--- config.mk ---
export PLATFORM = sky130hd
export DESIGN_NAME = rf_up_stream_ctrl
export DESIGN_NICKNAME = d
export VERILOG_FILES = /design/src/rtl/rf_up_stream_ctrl.sv
export SDC_FILE = /design/constraint.sdc
export NUM_CORES = 1
export LEC_CHECK = 0
export BUFFER_PORTS_ARGS = -buffer_cell sky130_fd_sc_hd__buf_2
export CORE_AREA = 2 2 159 161
export DETAILED_ROUTE_END_ITERATION = 10
export DIE_AREA = 0 0 161 163
export GPL_TIMING_DRIVEN = 0
export HOLD_SLACK_MARGIN = 0.06
export PLACE_DENSITY = 0.68
export SLEW_MARGIN = 20
export SYNTH_ARGS = -nofsm -noshare
export SYNTH_HDL_FRONTEND = slang
export SYNTH_SLANG_ARGS = --single-unit
--- constraint.sdc ---
create_clock -name clk -period 2 [get_ports clk]
set_input_delay 0.3 -clock clk [delete_from_list [all_inputs] [get_ports clk]]
set_output_delay 0.3 -clock clk [all_outputs]
set_load 0.02 [all_outputs]
--- src/rtl/rf_up_stream_ctrl.sv ---
// Start/stop sequencer for one channel of the 2-to-4 RF up-sampling path.
// Define RF_UP_CTRL_UNDERRUN_CNT_EN to build the saturating underrun counter.
module rf_up_stream_ctrl #(
    parameter int PRIME_CYCLES = 32,
    parameter int DRAIN_CYCLES = 32,
    parameter int CNT_W        = 16
) (
    input  logic               clk,
    input  logic               rst_n,
    input  logic               ctrl_enable,
    output logic [1:0]         ctrl_status,
    output logic               busy,
    input  logic [63:0]        i_tdata,
    input  logic               i_tvalid,
    output logic [63:0]        dp_tdata,
    output logic               dp_tvalid,
    input  logic [127:0]       dp_o_tdata,
    input  logic               dp_o_tvalid,
    output logic [127:0]       o_tdata,
    output logic               o_tvalid,
    input  logic               underrun_clear,
    output logic [CNT_W-1:0]   underrun_count
);

    typedef enum logic [1:0] {
        IDLE  = 2'd0,
        PRIME = 2'd1,
        RUN   = 2'd2,
        DRAIN = 2'd3
    } state_e;

    localparam int MAX_CYC = (PRIME_CYCLES > DRAIN_CYCLES) ? PRIME_CYCLES : DRAIN_CYCLES;
    localparam int TMR_W   = (MAX_CYC > 1) ? $clog2(MAX_CYC) : 1;
    localparam logic [TMR_W-1:0] PRIME_LOAD = TMR_W'(PRIME_CYCLES - 1);
    localparam logic [TMR_W-1:0] DRAIN_LOAD = TMR_W'(DRAIN_CYCLES - 1);

    state_e             state_q, state_d;
    logic [TMR_W-1:0]   tmr_q, tmr_d;
    logic [63:0]        dp_tdata_q;
    logic               dp_tvalid_q;
    logic [127:0]       o_tdata_q;
    logic               o_tvalid_q;
    logic               out_open;

    // NOTE: every signal written here gets a default first, so no path leaves it unassigned and no latch is inferred.
    always_comb begin
        state_d = state_q;
        tmr_d   = tmr_q;
        unique case (state_q)
            IDLE: begin
                if (ctrl_enable) begin
                    state_d = PRIME;
                    tmr_d   = PRIME_LOAD;
                end
            end
            PRIME: begin
                if (tmr_q == '0) begin
                    state_d = RUN;
                end else if (!ctrl_enable) begin
                    state_d = DRAIN;
                    tmr_d   = DRAIN_LOAD;
                end else begin
                    tmr_d = tmr_q - 1'b1;
                end
            end
            RUN: begin
                if (!ctrl_enable) begin
                    state_d = DRAIN;
                    tmr_d   = DRAIN_LOAD;
                end
            end
            DRAIN: begin
                if (tmr_q == '0) state_d = IDLE;
                else             tmr_d   = tmr_q - 1'b1;
            end
            default: state_d = IDLE;
        endcase
    end

    // NOTE: sequential state uses non-blocking assignments so every register samples pre-edge values.
    always_ff @(posedge clk or negedge rst_n) begin
        if (!rst_n) begin
            state_q <= IDLE;
            tmr_q   <= '0;
        end else begin
            state_q <= state_d;
            tmr_q   <= tmr_d;
        end
    end

    // Input side looks ahead at the next state so the first user word lands on the RUN-entry edge.
    assign out_open = (state_q == RUN) || (state_q == DRAIN);

    always_ff @(posedge clk or negedge rst_n) begin
        if (!rst_n) begin
            dp_tvalid_q <= 1'b0;
            dp_tdata_q  <= '0;
            o_tvalid_q  <= 1'b0;
            o_tdata_q   <= '0;
        end else begin
            dp_tvalid_q <= (state_d != IDLE);
            dp_tdata_q  <= (state_d == RUN && i_tvalid) ? i_tdata : '0;
            o_tvalid_q  <= dp_o_tvalid && out_open;
            o_tdata_q   <= (dp_o_tvalid && out_open) ? dp_o_tdata : '0;
        end
    end

`ifdef RF_UP_CTRL_UNDERRUN_CNT_EN
    logic [CNT_W-1:0] underrun_q;

    always_ff @(posedge clk or negedge rst_n) begin
        if (!rst_n) begin
            underrun_q <= '0;
        end else if (underrun_clear) begin
            underrun_q <= '0;
        end else if (state_q == RUN && ctrl_enable && !i_tvalid && underrun_q != '1) begin
            underrun_q <= underrun_q + 1'b1;
        end
    end

    assign underrun_count = underrun_q;
`else
    logic unused_underrun_clear;
    assign unused_underrun_clear = underrun_clear;
    assign underrun_count        = '0;
`endif

    assign ctrl_status = state_q;
    assign busy        = (state_q != IDLE);
    assign dp_tdata    = dp_tdata_q;
    assign dp_tvalid   = dp_tvalid_q;
    assign o_tdata     = o_tdata_q;
    assign o_tvalid    = o_tvalid_q;

endmodule

==> results.json, run 1 <==
{
  "reg2regPathDepth": 8,
  "worst_slack_ns": -0.0600,
  "wl_um": 25800,
  "antenna_found_initial": 1,
  "tns_ns": -1.06,
  "cts_buffers": 23,
  "ys_ff_latch": 201,
  "period_share": 1.03,
  "cpMaxStageDelayCell": "or4b_4",
  "path_delay_family": "simple AND/OR/NAND/NOR gates",
  "final_hold_viol_count": 0,
  "relSlewSlack": 0.436,
  "cts-root-buf": "clkbuf_16",
  "drv_cap": 0,
  "first_iter_violations": 369,
  "htreeDepth": 1,
  "crit_start": "tmr_q[1]",
  "syn_inst": 502,
  "endpoint_kind": "flip-flop",
  "post_synth_num_cell_types": 32,
  "grtUsageTotal": 0.189,
  "cp_cell_sequence": "inv_1 -> ha_4 -> or4b_4 -> nor3_4 -> buf_4 -> a31o_4 -> buf_6 -> and3_4",
  "gp_congestion": 0.862,
  "post-route-min-period_ns": 2.06,
  "critPathLaunchType": "flip-flop",
  "fmax_mhz": 485,
  "coreArea_um2": 24700,
  "cts.clk_slew.worst_paths_ns": 0.06,
  "yosysTopAreaCellShare": 0.732,
  "drive_gt1_frac": 0.427,
  "worstHoldStart": "dp_o_tdata[118]",
  "path_class": "reg2reg",
  "grt_overflow": 0,
  "violations": "negative setup slack",
  "synthTopCellsByArea": "dfrtp_1, and3_1, clkbuf_1",
  "tightest_slew_ns": 0.846,
  "crit_fanout": 5,
  "r2r_slack_ns": -0.06,
  "total_power_uw": 12000,
  "cts_sinks": 201,
  "cp.required_ns": 2.44,
  "via_per_inst": 4.38,
  "wl_per_cell_um": 17.4,
  "status": "complete, but fails checks",
  "setup.worst_path.end": "dp_tdata[34]",
  "drc": 0,
  "area_growth_pct": 78.1,
  "fp-row-count": 58,
  "start_util": 0.279,
  "ant_nets": 0,
  "leakagePower_uw": 0.00705,
  "grt_pass1_vias": 6817,
  "drt_first_pass_iters": 4,
  "ios": 411,
  "syn_area_per_cell_um2": 13.7,
  "die_w_um": 161,
  "irDropWorstVdd_uv": 683,
  "grt_max_degree": 72,
  "cp_num_buf_inv": 3,
  "synth_warnings": 0,
  "num_vias": 6509,
  "skew_ns": 0.0122,
  "syn_area_um2": 6870,
  "final_net_count": 1339,
  "finalSetupViolations": 52,
  "dp_hpwl_um": 17000,
  "grt_pass1_wl_um": 38100,
  "synth_top_area_cell": "dfrtp_1",
  "die_h_um": 163,
  "cts_tree": "built",
  "cp.arrival_ns": 2.50,
  "cp.depth": 8,
  "rr_endpoint": "dp_tdata[34]",
  "min_path_type": "in2reg",
  "cpPeakStageDelay_ns": 0.48,
  "dieArea_um2": 26200,
  "cts_max_path_buffers": 3,
  "finalMaxSlewViolations": 0,
  "timing.rr.start": "tmr_q[1]",
  "cellPowerDensity_nw_per_um2": 977,
  "insertion_delay_ns": 0.50,
  "rsz0062_at_grt": "yes",
  "port-buffer-count": 390,
  "synth-seq-area-share": 0.732
}
-- state kept, by name (all words and copies together) (netlist names) --
name         cells
o_tdata        128
dp_tdata        64
tmr_q            5
ctrl_status      2
dp_tvalid        1
o_tvalid         1
-- cell usage in the layout, fill, tap and decap left out, types with 2 or more instances in the layout --
cell type and n:
and3_4 9, nor2b_1 2, buf_1 2, clkbuf_1 40, a21boi_0 2, inv_6 2
nor3_1 3, o21ai_0 4, bufinv_16 3, dfrtp_1 200, buf_6 14, clkbuf_16 23
buf_4 34, a31o_4 3, nand2_1 2, inv_1 4, and3_1 184, conb_1 16
dlygate4sd3_1 180, buf_2 389, nor2_1 4, o311ai_0 2, clkinvlp_4 2, a21oi_1 4
buf_16 2, clkbuf_8 2, a31oi_1 2
-- cell type report --
class	instances	area, µm²
clock inverter	9	136
timing repair buffer	598	4040
clock buffer	30	622
fill	2133	12400
inverter	5	18.8
antenna	1	2.50
multi-input combinational	251	1640
sequential	201	5030
tap	330	413
buffer	60	334
-- stage by stage --
stage | setup WS [ns] | std cells | hold WS (ns) | instance area (µm²) | utilization
floorplan | 0.177 | 517 | 0.00441 | 6930 | -
global placement | -2.62 | 1237 | 0.541 | 9290 | 0.377
detailed placement | -0.143 | 1239 | 0.270 | 9360 | 0.379
CTS | -0.0532 | 1475 | 0.0615 | 12100 | 0.490
global route | -0.155 | 1484 | 0.0640 | 12200 | 0.496
finish | -0.0600 | 1485 | 0.0798 | 12200 | 0.496
-- Yosys cell counts, drive strengths merged --
cell and count:
a31oi 2, o311ai 2, o2111ai 1, conb 1, nand2 2, a32oi 1, nand3b 1, mux2i 1
nor3 4, dfrtp 201, nor3b 1, ha 1, a31o 1, inv 5, o21ai 4, a21oi 5
nor2b 2, buf 25, a21boi 2, xor2 1, nor2 4, o221ai 1, nand3 1, or3 1
and2 1, or4b 1, and3 193, clkbuf 37
-- power by group --
group          total, µW  switching (µW)  leakage (µW)  internal (µW)
Clock               4220            1640      0.000364           2580
Sequential          4700             182       0.00265           4520
Combinational       3050            1730       0.00404           1330
-- kinds of logic (layout without fill, tap and decap cells) --
family,Yosys count,in the layout,synth area share
mux,1,1,0.00146
buf+inv,67,702,0.0521
compound gates,19,21,0.0195
xor+xnor,1,1,0.00127
flops,201,201,0.732
fa+ha+maj,1,1,0.00182
simple gates,211,211,0.192
other cells,1,17,0.000546
-- how the worst min path moves through the flow --
stage                endpoint  slack, ns  cells past startpoint
6_report         o_tdata[118]       0.08                      2
5_1_grt          dp_tdata[48]       0.06                      2
4_1_cts           o_tdata[81]       0.06                      2
3_5_place_dp      o_tdata[46]       0.27                      1
3_3_place_gp     dp_tdata[17]       0.54                      2
2_1_floorplan  ctrl_status[0]      0.004                      0
-- per-layer routing --
metal  track usage  vias up  wire length, µm  share of wire
li1              -     2974                -              -
met1         0.208     3167             9540           0.37
met2         0.349      303            13400           0.52
met3        0.0535       65             2000          0.078
met4        0.0629        0              854          0.033
met5             0        -                0              0
-- repair_timing --
item                       CTS  global route
hold buffers               178             2
buffers inserted            17             4
gates resized for setup     15            20
cloned                       3             5
pin swaps                    5             8
setup endpoints to repair   64            69
hold endpoints to repair   242             2
(Power assumes the default switching activity.)
==> run 2: changes to the inputs <==
--- a/config.mk
+++ b/config.mk
@@ -5,13 +5,14 @@
 export SDC_FILE = /design/constraint.sdc
 export NUM_CORES = 1
 export LEC_CHECK = 0
+export ABC_AREA = 1
 export BUFFER_PORTS_ARGS = -buffer_cell sky130_fd_sc_hd__buf_2
-export CORE_AREA = 2 2 159 161
+export CORE_AREA = 2 2 161 163
 export DETAILED_ROUTE_END_ITERATION = 10
-export DIE_AREA = 0 0 161 163
+export DIE_AREA = 0 0 163 165
 export GPL_TIMING_DRIVEN = 0
 export HOLD_SLACK_MARGIN = 0.06
-export PLACE_DENSITY = 0.68
+export PLACE_DENSITY = 0.67
 export SLEW_MARGIN = 20
 export SYNTH_ARGS = -nofsm -noshare
 export SYNTH_HDL_FRONTEND = slang
==> run 2 against run 1 <==
The flow now finishes without violations. Die area up 2.5%. Global-route usage down 1.9 points. Worst setup slack better by 0.28 ns. Utilization down 0.94 points. Largest cell class unchanged.
==> results.json, run 2 <==
{
  "status": "completed",
  "antenna_found_initial": 1,
  "grt_pass1_vias": 6835,
  "rsz0062_at_grt": "no",
  "synth_top_area_cell": "dfrtp_1",
  "post-route-min-period_ns": 1.78,
  "first_iter_violations": 335,
  "start_util": 0.281,
  "largest_register_ffs": 128,
  "fillers": 2196,
  "port-buffer-count": 393,
  "fmax_mhz": 561,
  "place_area_um2": 9520,
  "synth.most_common_cell": "inv_1",
  "endpoint_kind": "flip-flop",
  "relSlewSlack": 0.622,
  "tightest_slew_ns": 0.567,
  "cts_sinks": 201,
  "ant_nets": 0,
  "cellPowerDensity_nw_per_um2": 915,
  "fp-row-count": 58,
  "design_area_um2": 12200,
  "async_reset_ff_frac": 1.00,
  "cp.arrival_ns": 2.13,
  "tns_ns": 0,
  "num_vias": 6495,
  "crit_fanout": 10,
  "synth_warnings": 0,
  "synth_top_cells_by_count": "inv_1, dfrtp_1, nor2_1, nor2_2, nand2_1",
  "total_power_uw": 11100,
  "multi_input_area_um2": 1050,
  "critPathLaunchType": "flip-flop",
  "fin_util": 0.487,
  "post_synth_num_cell_types": 23,
  "final_hold_viol_count": 0,
  "syn_area_um2": 7020,
  "syn_inst": 674,
  "die_h_um": 165,
  "dieArea_um2": 26900,
  "synth-seq-area-share": 0.716,
  "drc": 0,
  "yosysTopAreaCellShare": 0.716,
  "final_net_count": 1498,
  "wl_um": 23800,
  "skew_ns": 0.0126,
  "wl_per_cell_um": 14.5,
  "synth_top_flop_cell": "dfrtp_1",
  "finalSetupViolations": 0,
  "synth_edf_count": 0,
  "cts_max_path_buffers": 3,
  "drive_gt1_frac": 0.367,
  "grt_pass1_wl_um": 35100,
  "cp.required_ns": 2.34,
  "period_share": 0.892,
  "ys_ff_latch": 201,
  "gp_congestion": 0.894,
  "ios": 411,
  "final_common_cell": "buf_2",
  "finalMaxSlewViolations": 0,
  "grt_overflow": 0,
  "cts-root-buf": "clkbuf_16",
  "synthTopCellsByArea": "dfrtp_1, inv_1, nor2_1",
  "cts_setup_buffers": 0,
  "drv_cap": 0,
  "htreeDepth": 1,
  "syn_area_per_cell_um2": 10.4,
  "irDropWorstVdd_uv": 632,
  "cts.clk_slew.worst_paths_ns": 0.06,
  "leakagePower_uw": 0.00737,
  "layout.cells.most_common_list": "buf_2, inv_1, dfrtp_1",
  "drt_first_pass_iters": 4,
  "cts_tree": "built",
  "coreArea_um2": 25000,
  "cts_buffers": 22,
  "seqCellArea_um2": 5030,
  "grtUsageTotal": 0.170,
  "insertion_delay_ns": 0.50,
  "min_path_type": "in2reg",
  "area_growth_pct": 73.5,
  "dp_hpwl_um": 15600,
  "die_w_um": 163,
  "via_per_inst": 3.95,
  "grt_max_degree": 98,
  "path_class": "reg2reg"
}
==> run 2: layer usage <==
metal / wire length (µm) / track usage
met5: 0 / 0
met4: 1070 / 0.0853
met3: 1780 / 0.0414
met2: 12500 / 0.314
met1: 8500 / 0.179
==> run 2: kinds of logic after synthesis <==
group                    share of synthesized area
XOR/XNOR                                   0.00125
buffers and inverters                        0.143
AO/OA/AOI/OAI                              0.00588
adder cells (fa/ha/maj)                    0.00178
flip-flops                                   0.716
AND/OR/NAND/NOR                              0.131
other                                     0.000534
==> run 2: worst max-delay path, stage by stage, from the launching register on <==
cell      delay [ns]
dfrtp_1         0.53
nand2_1         0.16
clkbuf_2        0.32
clkbuf_1        0.46
nor2_1          0.15
==> run 2: final timing paths <==
kind	slack, ns	depth (start not counted)	end	from
setup reg to reg	0.22	4	o_tdata[56]	ctrl_status[1]
setup / recovery	0.22	4	o_tdata[56]	ctrl_status[1]
min in group asynchronous	0.25	2	o_tdata[0]	rst_n
hold / removal	0.07	3	o_tdata[46]	dp_o_tdata[46]
hold reg to reg	0.49	2	tmr_q[4]	tmr_q[4]
max in group asynchronous	0.99	3	o_tdata[25]	rst_n
==> run 2: metrics by stage <==
step                worst slack, ns  hold WS (ns)  cells
finish                        0.217        0.0722   1644
global route                 0.0944        0.0724   1643
CTS                           0.151        0.0610   1640
detailed placement           -0.270         0.150   1414
global placement              -2.71         0.467   1412
floorplan                     0.571       0.00441    689
==> run 2: cell type report <==
type / count / share of cell area
Timing Repair Buffer: 586 / 0.324
Buffer: 36 / 0.0200
Tap cell: 330 / 0.0339
Sequential cell: 201 / 0.413
Antenna cell: 2 / 0.000411
Multi-Input combinational cell: 249 / 0.0858
Inverter: 203 / 0.0625
Clock inverter: 9 / 0.0107
Clock buffer: 28 / 0.0504
==> run 2: what timing repair did <==
item | CTS | global route
resized for setup | 2 | 0
hold buffers | 189 | 2
endpoints found under the setup margin | 38 | 0
hold endpoints to repair | 389 | 2
==> run 2: report_power, final <==
group	total, µW	switching, µW	internal (µW)
Sequential	4630	160	4470
Clock	4190	1630	2560
Combinational	2330	1420	909
Total	11100	3210	7940
==> run 3: changes to the inputs <==
--- a/config.mk
+++ b/config.mk
@@ -7,12 +7,12 @@
 export LEC_CHECK = 0
 export ABC_AREA = 1
 export BUFFER_PORTS_ARGS = -buffer_cell sky130_fd_sc_hd__buf_2
-export CORE_AREA = 2 2 161 163
+export CORE_AREA = 2 2 158 160
 export DETAILED_ROUTE_END_ITERATION = 10
-export DIE_AREA = 0 0 163 165
+export DIE_AREA = 0 0 160 162
 export GPL_TIMING_DRIVEN = 0
 export HOLD_SLACK_MARGIN = 0.06
-export PLACE_DENSITY = 0.67
+export PLACE_DENSITY = 0.69
 export SLEW_MARGIN = 20
 export SYNTH_ARGS = -nofsm -noshare
 export SYNTH_HDL_FRONTEND = slang
==> run 3 against run 2 <==
Register-to-register slack worse by 0.07 ns. Global-route usage is 0.59 points higher. First-iteration DRC count shrank 18%. Count of clock-buffer cells in the layout is 6 higher. Critical path type unchanged. Critical endpoint is now o_tdata[43].
==> results.json, run 3 (synthesis results as in run 2) <==
{
  "status": "completed",
  "num_vias": 6501,
  "tightest_slew_ns": 0.678,
  "largest_register_ffs": 128,
  "cts_sinks": 201,
  "wl_um": 23100,
  "cts_setup_buffers": 0,
  "first_iter_violations": 276,
  "cpMaxStageDelayCell": "clkbuf_1",
  "path_delay_family": "buffers and inverters",
  "coreArea_um2": 24100,
  "post-route-min-period_ns": 1.85,
  "final_net_count": 1500,
  "cts_buffers": 23,
  "final_cells": 1640,
  "skew_ns": 0.0141,
  "drc": 0,
  "path_class": "reg2reg",
  "crit_fanout": 10,
  "rsz0062_at_grt": "no",
  "die_w_um": 160,
  "antenna_found_initial": 1,
  "fmax_mhz": 539,
  "grt_max_degree": 91,
  "worstHoldStart": "dp_o_tdata[40]",
  "fillers": 2082,
  "irDropWorstVdd_uv": 588,
  "area_growth_pct": 73.3,
  "final_hold_viol_count": 0,
  "start_util": 0.291,
  "wl_per_cell_um": 14.1,
  "grt_pass1_wl_um": 36100,
  "grtUsageTotal": 0.175,
  "endpoint_kind": "flip-flop",
  "holdPathStages": 3,
  "cts-root-buf": "clkbuf_16",
  "grt_pass1_vias": 7038,
  "period_share": 0.927,
  "relSlewSlack": 0.548,
  "cp.depth": 4,
  "min_path_type": "in2reg",
  "multi_input_area_um2": 1050,
  "gp_congestion": 0.884,
  "reg2regPathDepth": 4,
  "rr_endpoint": "o_tdata[43]",
  "cts_tree": "built",
  "seqCellArea_um2": 5030,
  "cts.clk_slew.worst_paths_ns": 0.06,
  "cellPowerDensity_nw_per_um2": 900,
  "finalMaxSlewViolations": 0,
  "insertion_delay_ns": 0.51,
  "drt_first_pass_iters": 4,
  "ios": 411,
  "dp_cells": 1408,
  "drive_gt1_frac": 0.367,
  "grt_overflow": 0,
  "die_h_um": 162,
  "drv_cap": 0,
  "cp_num_buf_inv": 2,
  "leakagePower_uw": 0.00737,
  "finalSetupViolations": 0,
  "ant_nets": 0,
  "final_common_cell": "buf_2",
  "critPathLaunchType": "flip-flop",
  "r2r_slack_ns": 0.15,
  "cp.required_ns": 2.36,
  "dp_hpwl_um": 14800,
  "cp.arrival_ns": 2.21,
  "layout.cells.most_common_list": "buf_2, inv_1, dfrtp_1",
  "dieArea_um2": 25900,
  "timing.rr.start": "ctrl_status[1]",
  "cts_max_path_buffers": 3,
  "via_per_inst": 3.96,
  "cp_cell_sequence": "nand2_1 -> clkbuf_2 -> clkbuf_1 -> nor2_1",
  "port-buffer-count": 393,
  "htreeDepth": 1,
  "cpPeakStageDelay_ns": 0.57,
  "fp-row-count": 57,
  "min_to": "o_tdata[40]",
  "fin_util": 0.505
}
run 3: per-layer routing:
layer,global-route usage,part of all wire
met3,0.0439,0.076
met2,0.320,0.51
met1,0.191,0.37
met5,0,0
met4,0.0852,0.045
run 3: stage by stage:
stage	setup TNS (ns)	power [µW]	setup WS, ns	hold slack (ns)	area, µm²
floorplan	0	5820	0.571	0.00441	7080
global placement	-528.34	6640	-2.64	0.467	9450
detailed placement	-2.10	6700	-0.168	0.167	9520
CTS	0	11000	0.135	0.0792	12200
global route	0	11500	0.0602	0.0866	12200
finish	0	11000	0.145	0.107	12200
run 3: what timing repair did:
item                                    CTS  global route
hold buffers                            192             0
hold endpoints to repair                392             0
endpoints found under the setup margin   33             0
gates resized for setup                   2             0
run 3: area by class of cell:
class | count | area share
diodes | 1 | 0.000206
plain buffers | 36 | 0.0201
clock buffers | 34 | 0.0565
clock inverters | 5 | 0.00308
inverters | 203 | 0.0626
multi-input cells | 249 | 0.0860
flip-flops and latches | 201 | 0.413
well taps | 324 | 0.0333
repair buffers | 587 | 0.325
run 3: how the worst max path moves through the flow:
stage | endpoint | startpoint
floorplan | dp_tdata[10] | tmr_q[0]
global placement | dp_tdata[7] | rst_n
detailed placement | o_tdata[19] | ctrl_status[1]
CTS | o_tdata[43] | ctrl_status[1]
global route | o_tdata[43] | ctrl_status[1]
finish | o_tdata[43] | ctrl_status[1]
run 3: tightest hold or removal path, stage by stage:
cell and delay (ns):
buf_2 0.08, inv_1 0.08, nor2_1 0.12
run 3: power breakdown:
part	switching (µW)	internal [µW]
logic	1410	910
registers	155	4470
clock network	1630	2370
total	3200	7760
